==> config.mk <==
export PLATFORM = sky130hd
export DESIGN_NAME = mem_berger_zero_scrubber
export DESIGN_NICKNAME = d
export VERILOG_FILES = /design/src/rtl/mem_berger_zero_scrubber.sv
export SDC_FILE = /design/constraint.sdc
export NUM_CORES = 1
export LEC_CHECK = 0
export CAP_MARGIN = 20
export CORE_ASPECT_RATIO = 0.6
export CORE_MARGIN = 2
export CORE_UTILIZATION = 43
export DETAILED_ROUTE_END_ITERATION = 6
export PLACE_DENSITY = 0.86
export SLEW_MARGIN = 30
export SYNTH_ARGS = -nofsm -noshare
export SYNTH_HDL_FRONTEND = slang
export SYNTH_SLANG_ARGS = --single-unit
==> constraint.sdc <==
create_clock -name clk -period 3.75 [get_ports clk]
set_input_delay 0.375 -clock clk [delete_from_list [all_inputs] [get_ports clk]]
set_output_delay 0.375 -clock clk [all_outputs]
set_load 0.02 [all_outputs]
==> src/rtl/mem_berger_zero_scrubber.sv <==
// Read-side checker and background scrubber for a 16x12 Berger-zero-coded
// memory. Serves single-cycle host reads with a code check and, on request,
// walks every location and logs the words whose check field is wrong.
// Word layout: data = word[11:4], check = word[3:0] = number of zero data bits.
module mem_berger_zero_scrubber #(
    parameter int DEPTH = 16,
    parameter int AW    = 4
) (
    input  logic             clk,
    input  logic             rst,
    output logic [AW-1:0]    mem_addr,
    input  logic [11:0]      mem_rdata,
    input  logic             rd_req,
    input  logic [AW-1:0]    rd_addr,
    output logic             rd_valid,
    output logic [7:0]       rd_data,
    output logic             rd_err,
    input  logic             start,
    output logic             busy,
    output logic             done,
    output logic [4:0]       err_count,
    output logic [DEPTH-1:0] err_map,
    output logic [AW-1:0]    first_err_addr,
    output logic             err_any
);

    localparam logic [1:0] S_IDLE = 2'd0;
    localparam logic [1:0] S_SCAN = 2'd1;
    localparam logic [1:0] S_FIN  = 2'd2;

    localparam logic [AW-1:0] LAST_ADDR = AW'(DEPTH - 1);

    logic [1:0]       state_q, state_d;
    logic [AW-1:0]    scan_ptr_q, scan_ptr_d;
    logic [4:0]       err_count_q, err_count_d;
    logic [DEPTH-1:0] err_map_q, err_map_d;
    logic [AW-1:0]    first_err_q, first_err_d;

    logic             rd_valid_q;
    logic [7:0]       rd_data_q;
    logic             rd_err_q;

    logic [3:0]       zero_cnt;
    logic             ok;

    // Host reads own the address port whenever they are requested.
    assign mem_addr = rd_req ? rd_addr : scan_ptr_q;

    // Count zero bits in the data field of the word currently on the bus.
    always_comb begin
        // NOTE: every variable assigned in always_comb gets a default first,
        // so no path can leave it holding its old value (which infers a latch).
        zero_cnt = 4'd0;
        for (int i = 4; i < 12; i++) begin
            zero_cnt = zero_cnt + {3'd0, ~mem_rdata[i]};
        end
    end

    // Check values 9..15 can never equal a zero count of 0..8, so they fail here.
    assign ok = (mem_rdata[3:0] == zero_cnt);

    // Scan controller: next state and error log updates.
    always_comb begin
        state_d     = state_q;
        scan_ptr_d  = scan_ptr_q;
        err_count_d = err_count_q;
        err_map_d   = err_map_q;
        first_err_d = first_err_q;
        case (state_q)
            S_IDLE: begin
                if (start) begin
                    state_d     = S_SCAN;
                    scan_ptr_d  = '0;
                    err_count_d = '0;
                    err_map_d   = '0;
                    first_err_d = '0;
                end
            end
            S_SCAN: begin
                // A host read steals the port; the scan simply stalls a cycle.
                if (!rd_req) begin
                    if (!ok) begin
                        err_map_d[scan_ptr_q] = 1'b1;
                        err_count_d           = err_count_q + 5'd1;
                        if (err_count_q == 5'd0) begin
                            first_err_d = scan_ptr_q;
                        end
                    end
                    if (scan_ptr_q == LAST_ADDR) begin
                        state_d = S_FIN;
                    end else begin
                        scan_ptr_d = scan_ptr_q + 1'b1;
                    end
                end
            end
            S_FIN: begin
                state_d = S_IDLE;
            end
            default: begin
                state_d = S_IDLE;
            end
        endcase
    end

    // Scan controller state registers with synchronous reset.
    always_ff @(posedge clk) begin
        // NOTE: sequential state uses non-blocking assignments so every
        // register samples its pre-edge inputs regardless of statement order.
        if (rst) begin
            state_q     <= S_IDLE;
            scan_ptr_q  <= '0;
            err_count_q <= '0;
            err_map_q   <= '0;
            first_err_q <= '0;
        end else begin
            state_q     <= state_d;
            scan_ptr_q  <= scan_ptr_d;
            err_count_q <= err_count_d;
            err_map_q   <= err_map_d;
            first_err_q <= first_err_d;
        end
    end

    // Host read result: registered one cycle after the request.
    always_ff @(posedge clk) begin
        if (rst) begin
            rd_valid_q <= 1'b0;
            rd_data_q  <= '0;
            rd_err_q   <= 1'b0;
        end else begin
            rd_valid_q <= rd_req;
            if (rd_req) begin
                rd_data_q <= mem_rdata[11:4];
                rd_err_q  <= ~ok;
            end
        end
    end

    assign rd_valid       = rd_valid_q;
    assign rd_data        = rd_data_q;
    assign rd_err         = rd_err_q;
    assign busy           = (state_q == S_SCAN);
    assign done           = (state_q == S_FIN);
    assign err_count      = err_count_q;
    assign err_map        = err_map_q;
    assign first_err_addr = first_err_q;
    assign err_any        = (err_count_q != 5'd0);

endmodule

==> qor.csv, run 1 <==
metric,value,unit
outcome,"finished, final reports clean",
final_max_slew_viol_count,0,
cts_tree,built,
r2r_start,err_count[0]$_SDFFE_PP0P_,
root_buffer,clkbuf_8,
worstSetupPathType,in2reg,
finalCritPeriodShare,97.9,%
post-place-cells,363,
fin_setup_tns,0,ps
antenna_found_initial,0,
switchingPower,0.346,mW
grt_util_met3,6.91,%
cpPeakStageDelay,560,ps
crit_path_start,mem_rdata[5],
synth_edf_count,0,
synth_fa_ha_area_share,8.98,%
gr-usage-met1,33.6,%
ys_seq_elements,41,
tightest_slew,702,ps
p_seq_share,41.6,%
ir_drop,0.000144,V
clockPowerShare,28.2,%
ys.flop_type,dfxtp_1,
ys_types,45,
synth_warnings,0,
start_kind,input port,
grt_pass1_wl,9980,microns
cp_top_family,adder cells,
r2r_slack,1630,ps
worst_skew_pair.late_latency,300,ps
syn_area,2150,sq um
pin_count,62,
path_clk_slew,80,ps
diodes,0,
rows,19,
first_iter_violations,153,
nFillCells,376,
port_buffers,61,
worstRegToRegCells,6,
route.detailed.drc,0,
synth_top_area_cell,dfxtp_1,
areaGrowthSynthToFinish,41.7,%
slew_headroom,52.7,%
grt-busiest-layer,met2,
finish.utilization,64.9,%
die_y,58.7,microns
crit_path_top_delay_cell,fa_1,
wl_per_cell,16.5,microns
p_comb_share,30.2,%
die_w,95.2,microns
worstPathRequired,3980,ps
routed_wirelength,6190,microns
leakage,1.19,nW
syn_area_per_cell,8.94,sq um
synthXorXnorAreaFrac,2.27,%
crit_buf_inv,4,
cts_max_path_buffers,2,
synth_compound_gate_area_share,18.1,%
register_area,821,sq um
switching_share,31.5,%
cp-endpoint,first_err_addr[1]$_SDFFE_PP0P_,
fmax,272,MHz
grt_max_degree,26,
initial_utilization,45.8,%
clock_sinks,41,
vias_per_cell,5.45,
drt_first_pass_iters,6,
die_area,5590,sq um
drive_gt1_share,17.3,%
cap_violations,0,
muxShareOfSynthArea,4.66,%
vias,2043,
numCtsBuffers,5,
gp_congestion,0.907,
grt_usage,23.7,%
htree_levels,2,
r2r-end,first_err_addr[1]$_SDFFE_PP0P_,
intPower,0.753,mW
synthArstFlopShare,0,%
grt_pass1_vias,2039,
fin_area,3040,sq um
crit_path_max_fanout,5,
synth_top_family_by_area,simple AND/OR/NAND/NOR gates,
period_needed,3670,ps
synth_area_leaders,"dfxtp_1 (38%), nand2_1 (5.6%), ha_1 (5.2%)",
hold_class,in2reg,
syn-num-nets,273,
end_kind,flip-flop,
synth-simple-area-share,20.1,%
path_cells,clkbuf_2 -> fa_1 -> inv_1 -> fa_1 -> fa_1 -> ha_2 -> inv_1 -> fa_2 -> xnor3_2 -> buf_4 -> or3_4 -> o211a_4 -> o22ai_2,
globalRoute.totalOverflow,0,
clock_skew,4.36,ps
multiInputGateArea,1240,sq um
syn_inst,240,
final_cells,375,
synthDominantCellAreaShare,38.3,%
final_nets,344,
antenna_left,0,
crit_top_cell,fa_1,
p_per_area,362,nW/um^2
critPathArrivalTime,3900,ps
hold_viol,0,
yosysSeqAreaShare,38.3,%
core,4680,sq um
finalSetupViolCount,0,
use_met2,34.6,%
place_area,2830,sq um
worst-path-stages,13,
dp_hpwl,4370,microns
-- registers in the layout (all words and copies together) (netlist names) --
name and flops:
err_map 16, rd_err 1, rd_valid 1, first_err_addr 4
rd_data 8, scan_ptr_q 4, state_q 2, err_count 5
-- worst register-to-register path: stages, from the launching register on --
cell	delay, ps
dfxtp_1	370
inv_1	160
ha_1	160
or4b_1	510
nor4_1	510
o21ai_4	160
o22ai_2	180
-- cell type report --
cell class,count,area share (%)
timing repair buffer,75,24.1
sequential,41,27.0
inverter,19,2.35
clock inverter,2,0.453
clock buffer,6,2.72
multi-input combinational,169,40.8
tap,63,2.59
-- synth_stat cells, drive strengths merged, types with 2 or more instances --
library cell and n:
fa 4, nand2b 5, buf 7, dfxtp 41
nor2 18, o21ai 22, ha 9, nand2 32
nand4 5, nor4 2, o211ai 2, clkbuf 4
o22ai 5, and2b 3, nand3 17, o211a 2
a21oi 7, mux2i 10, a21o 3, a211oi 2
inv 19, xnor2 2, or3 2, a21boi 2
o31ai 4
-- logic make-up after synthesis --
logic type      after synthesis
mux                          10
compound gates               55
xor+xnor                      4
fa+ha+maj                    13
flops                        41
buf+inv                      30
simple gates                 87
-- routing by layer --
| metal | wire length [microns] | up-vias |
|---|---|---|
| li1 | - | 971 |
| met1 | 2860 | 962 |
| met2 | 2770 | 102 |
| met3 | 495 | 8 |
| met4 | 64 | 0 |
| met5 | 0 | - |
-- through the flow --
| step | total power, mW | hold WS, ps | setup WS [ps] |
|---|---|---|---|
| floorplan | 0.647 | 477 | 27.9 |
| global placement | 0.738 | 441 | -432 |
| finish | 1.10 | 397 | 77.4 |
| detailed placement | 0.749 | 447 | -538 |
| global route | 1.15 | 437 | -17.2 |
| CTS | 1.08 | 462 | 22.2 |
-- placed cells by master (no fill, tap or decap), drive strengths merged, types with 4 or more instances in the layout --
cell type,instances
a21oi,7
buf,14
clkbuf,9
clkdlybuf4s50,58
dfxtp,41
fa,4
ha,9
inv,19
mux2i,10
nand2,32
nand2b,5
nand3,17
nand4,5
nor2,18
o21ai,22
o22ai,5
o31ai,4
-- power groups by stage --
stage                     Clock (mW)  Combinational, mW  Sequential (mW)
after CTS                      0.312              0.308            0.457
final                          0.310              0.332            0.457
after global routing           0.336              0.355            0.459
after global placement             0              0.271            0.467
after floorplan                    0              0.170            0.477
after detailed placement           0              0.282            0.467
-- worst min-delay path by stage --
stage,start,end,cells after the start
floorplan,scan_ptr_q[1]$_SDFFE_PP0P_,scan_ptr_q[1]$_SDFFE_PP0P_,2
global placement,err_map[3]$_SDFFE_PP0P_,err_map[3]$_SDFFE_PP0P_,2
detailed placement,err_map[6]$_SDFFE_PP0P_,err_map[6]$_SDFFE_PP0P_,2
CTS,err_map[11]$_SDFFE_PP0P_,err_map[11]$_SDFFE_PP0P_,2
global route,mem_rdata[4],rd_data[0]$_SDFFE_PP0P_,3
finish,mem_rdata[4],rd_data[0]$_SDFFE_PP0P_,3
-- what timing repair did --
item / 4_1_cts / 5_1_grt
gates cloned: 1 / 0
hold buffers: 0 / 0
setup endpoints to repair: 26 / 26
buffers inserted: 2 / 1
pin swaps: 5 / 7
gates resized for setup: 8 / 16
(Power assumes the default switching activity.)
==> inputs of run 2 (changes only) <==
--- a/config.mk
+++ b/config.mk
@@ -6,9 +6,11 @@
 export NUM_CORES = 1
 export LEC_CHECK = 0
 export CAP_MARGIN = 20
+export CELL_PAD_IN_SITES_DETAIL_PLACEMENT = 0
+export CELL_PAD_IN_SITES_GLOBAL_PLACEMENT = 2
 export CORE_ASPECT_RATIO = 0.6
 export CORE_MARGIN = 2
-export CORE_UTILIZATION = 43
+export CORE_UTILIZATION = 25
 export DETAILED_ROUTE_END_ITERATION = 6
 export PLACE_DENSITY = 0.86
 export SLEW_MARGIN = 30
==> run 2 against run 1 <==
Net effect:
- flip-flop and latch count unchanged
- combinational power decreased by 2%
- worst hold slack got worse by 44 ps
- routed wire length decreased by 3.2%
- utilization decreased by 28 points
- clock power increased by 62%
- first-iteration DRC count decreased by 55%
- setup slack improved by 47 ps
- global-route usage decreased by 10 points
==> qor.csv, run 2 (same netlist as run 1, synthesis figures left out) <==
metric,value,unit,change
final_common_cell,clkdlybuf4s50_1,,
numCtsBuffers,5,,unchanged
routed_wirelength,5990,microns,-3.2%
rows,26,,+7
cts_max_path_buffers,2,,unchanged
die_area,9360,sq um,+68%
rsz0062_at_grt,yes,,
grt_max_degree,35,,+35%
dp_slack,-578,ps,-40.3 ps
final_max_slew_viol_count,0,,unchanged
layout_common_cells,"clkdlybuf4s50_1 (58), dfxtp_1 (41), nand2_1 (32)",,
r2r_start,state_q[0]$_SDFFE_PP0P_,,
areaGrowthSynthToFinish,46.8,%,
antenna_found_initial,0,,unchanged
r2r-end,err_count[1]$_SDFFE_PP0P_,,
hold_viol,0,,unchanged
vias,1915,,-6.3%
place_area,2890,sq um,+2.2%
worstRegToRegCells,5,,-1
r2r_slack,1820,ps,+190 ps
slew_headroom,53.5,%,+0.73 points
clock_sinks,41,,unchanged
finalSetupViolCount,0,,unchanged
pin_count,62,,unchanged
worstSetupPathType,in2reg,,
dp_hpwl,4490,microns,+2.9%
core,8430,sq um,+80%
hold_class,in2reg,,
drive_gt1_share,15.8,%,-1.5 points
crit_buf_inv,4,,unchanged
largest_reg_flops,16,,unchanged
end_kind,flip-flop,,
grt_pass1_vias,1834,,-10%
finalWorstSetupSlack,124,ps,+47.0 ps
initial_utilization,25.5,%,-20 points
cp_top_family,adder cells,,
vias_per_cell,4.54,,-17%
leakage,1.21,nW,+1.4%
path_cells,buf_6 -> fa_1 -> inv_1 -> fa_1 -> fa_1 -> ha_2 -> inv_2 -> fa_2 -> xnor2_4 -> nor4b_4 -> buf_4 -> a21oi_2 -> o32ai_2,,
antenna_left,0,,unchanged
start_kind,input port,,
path_clk_slew,60,ps,-20 ps
hp-start,mem_rdata[4],,
grt_usage,13.5,%,-10 points
cap_violations,0,,unchanged
final_nets,342,,-0.58%
finish.utilization,37.4,%,-28 points
clock_skew,3.94,ps,-0.428 ps
grt_pass1_wl,9600,microns,-3.9%
worst_skew_pair.late_latency,280,ps,-20 ps
globalRoute.totalOverflow,0,,unchanged
ir_drop,0.000172,V,+20%
worstPathRequired,3930,ps,-50 ps
die_y,75.8,microns,+29%
crit_path_top_delay_cell,fa_2,,
outcome,"finished, final reports clean",,
route.detailed.drc,0,,unchanged
port_buffers,61,,unchanged
finalCritPeriodShare,96.7,%,-1.3 points
hold_end,rd_data[0]$_SDFFE_PP0P_,,
cts_tree,built,,
hold_path_depth,3,,unchanged
cts_hold_buf,0,,unchanged
p_per_area,408,nW/um^2,+13%
crit_top_cell,fa_1,,
critPathArrivalTime,3800,ps,-100 ps
root_buffer,clkbuf_16,,
die_w,124,microns,+30%
wl_per_cell,14.2,microns,-14%
cpPeakStageDelay,580,ps,+20 ps
first_iter_violations,69,,-55%
period_needed,3630,ps,-47.0 ps
drt_first_pass_iters,4,,-2
htree_levels,2,,unchanged
fmax,276,MHz,+1.3%
diodes,0,,unchanged
crit_path_max_fanout,2,,-3
gp_congestion,0.839,,-7.5%
tightest_slew,691,ps,-10.8 ps
fin_area,3150,sq um,+3.6%
run 2: cell count changes in the layout (fill, tap and decap cells not counted), sizes merged:
cell / previous run / this run
bufinv: 0 / 1
clkinv: 2 / 0
clkbuf: 9 / 8
run 2: metrics by stage:
step           setup TNS, ps  cells  hold slack (ps)  power, mW
3_5_place_dp          -13220    412              441      0.749
3_3_place_gp          -12480    412              444      0.748
4_1_cts                    0    422              455       1.29
5_1_grt                -25.8    422              365       1.35
2_1_floorplan              0    240              477      0.647
6_report                   0    422              353       1.29
run 2: layout make-up:
type                    instances  area, sq um
well taps                     112          140
clock inverters                 1         30.0
clock buffers                   7          143
flip-flops and latches         41          821
inverters                      19         71.3
fillers                       866         5280
repair buffers                 73          724
multi-input cells             169         1220
run 2: what timing repair did:
item | 4_1_cts | 5_1_grt
endpoints found under the hold margin | 0 | 0
cloned | 1 | 0
pin swaps | 9 | 9
gates resized for setup | 14 | 13
buffers inserted | 2 | 0
setup endpoints to repair | 26 | 25
run 2: worst max path at each step:
| stage | depth (start not counted) | slack [ps] | from | to |
|---|---|---|---|---|
| 4_1_cts | 14 | 20 | mem_rdata[7] | err_count[3]$_SDFFE_PP0P_ |
| 3_5_place_dp | 12 | -580 | mem_rdata[4] | first_err_addr[1]$_SDFFE_PP0P_ |
| 2_1_floorplan | 13 | 30 | mem_rdata[4] | err_map[10]$_SDFFE_PP0P_ |
| 6_report | 13 | 120 | mem_rdata[4] | err_count[0]$_SDFFE_PP0P_ |
| 5_1_grt | 13 | -30 | mem_rdata[4] | err_count[0]$_SDFFE_PP0P_ |
| 3_3_place_gp | 12 | -540 | mem_rdata[4] | first_err_addr[3]$_SDFFE_PP0P_ |
run 2: per-layer routing:
| metal | wire, microns | GRT usage [%] | vias up |
|---|---|---|---|
| met1 | 3100 | 20.3 | 886 |
| met2 | 2400 | 18.3 | 52 |
| met4 | 41 | 3.28 | 0 |
| met5 | 0 | 0 | - |
| met3 | 453 | 4.49 | 5 |
| li1 | - | - | 972 |
run 2: tightest hold or removal path, stage by stage:
cell and delay (ps):
buf_6 80, mux2i_1 70, nor2_1 80
run 2: where the power goes:
part / switching (mW) / internal (mW) / total (mW)
clock network: 0.171 / 0.333 / 0.503
registers: 0.00970 / 0.448 / 0.457
logic: 0.167 / 0.157 / 0.325
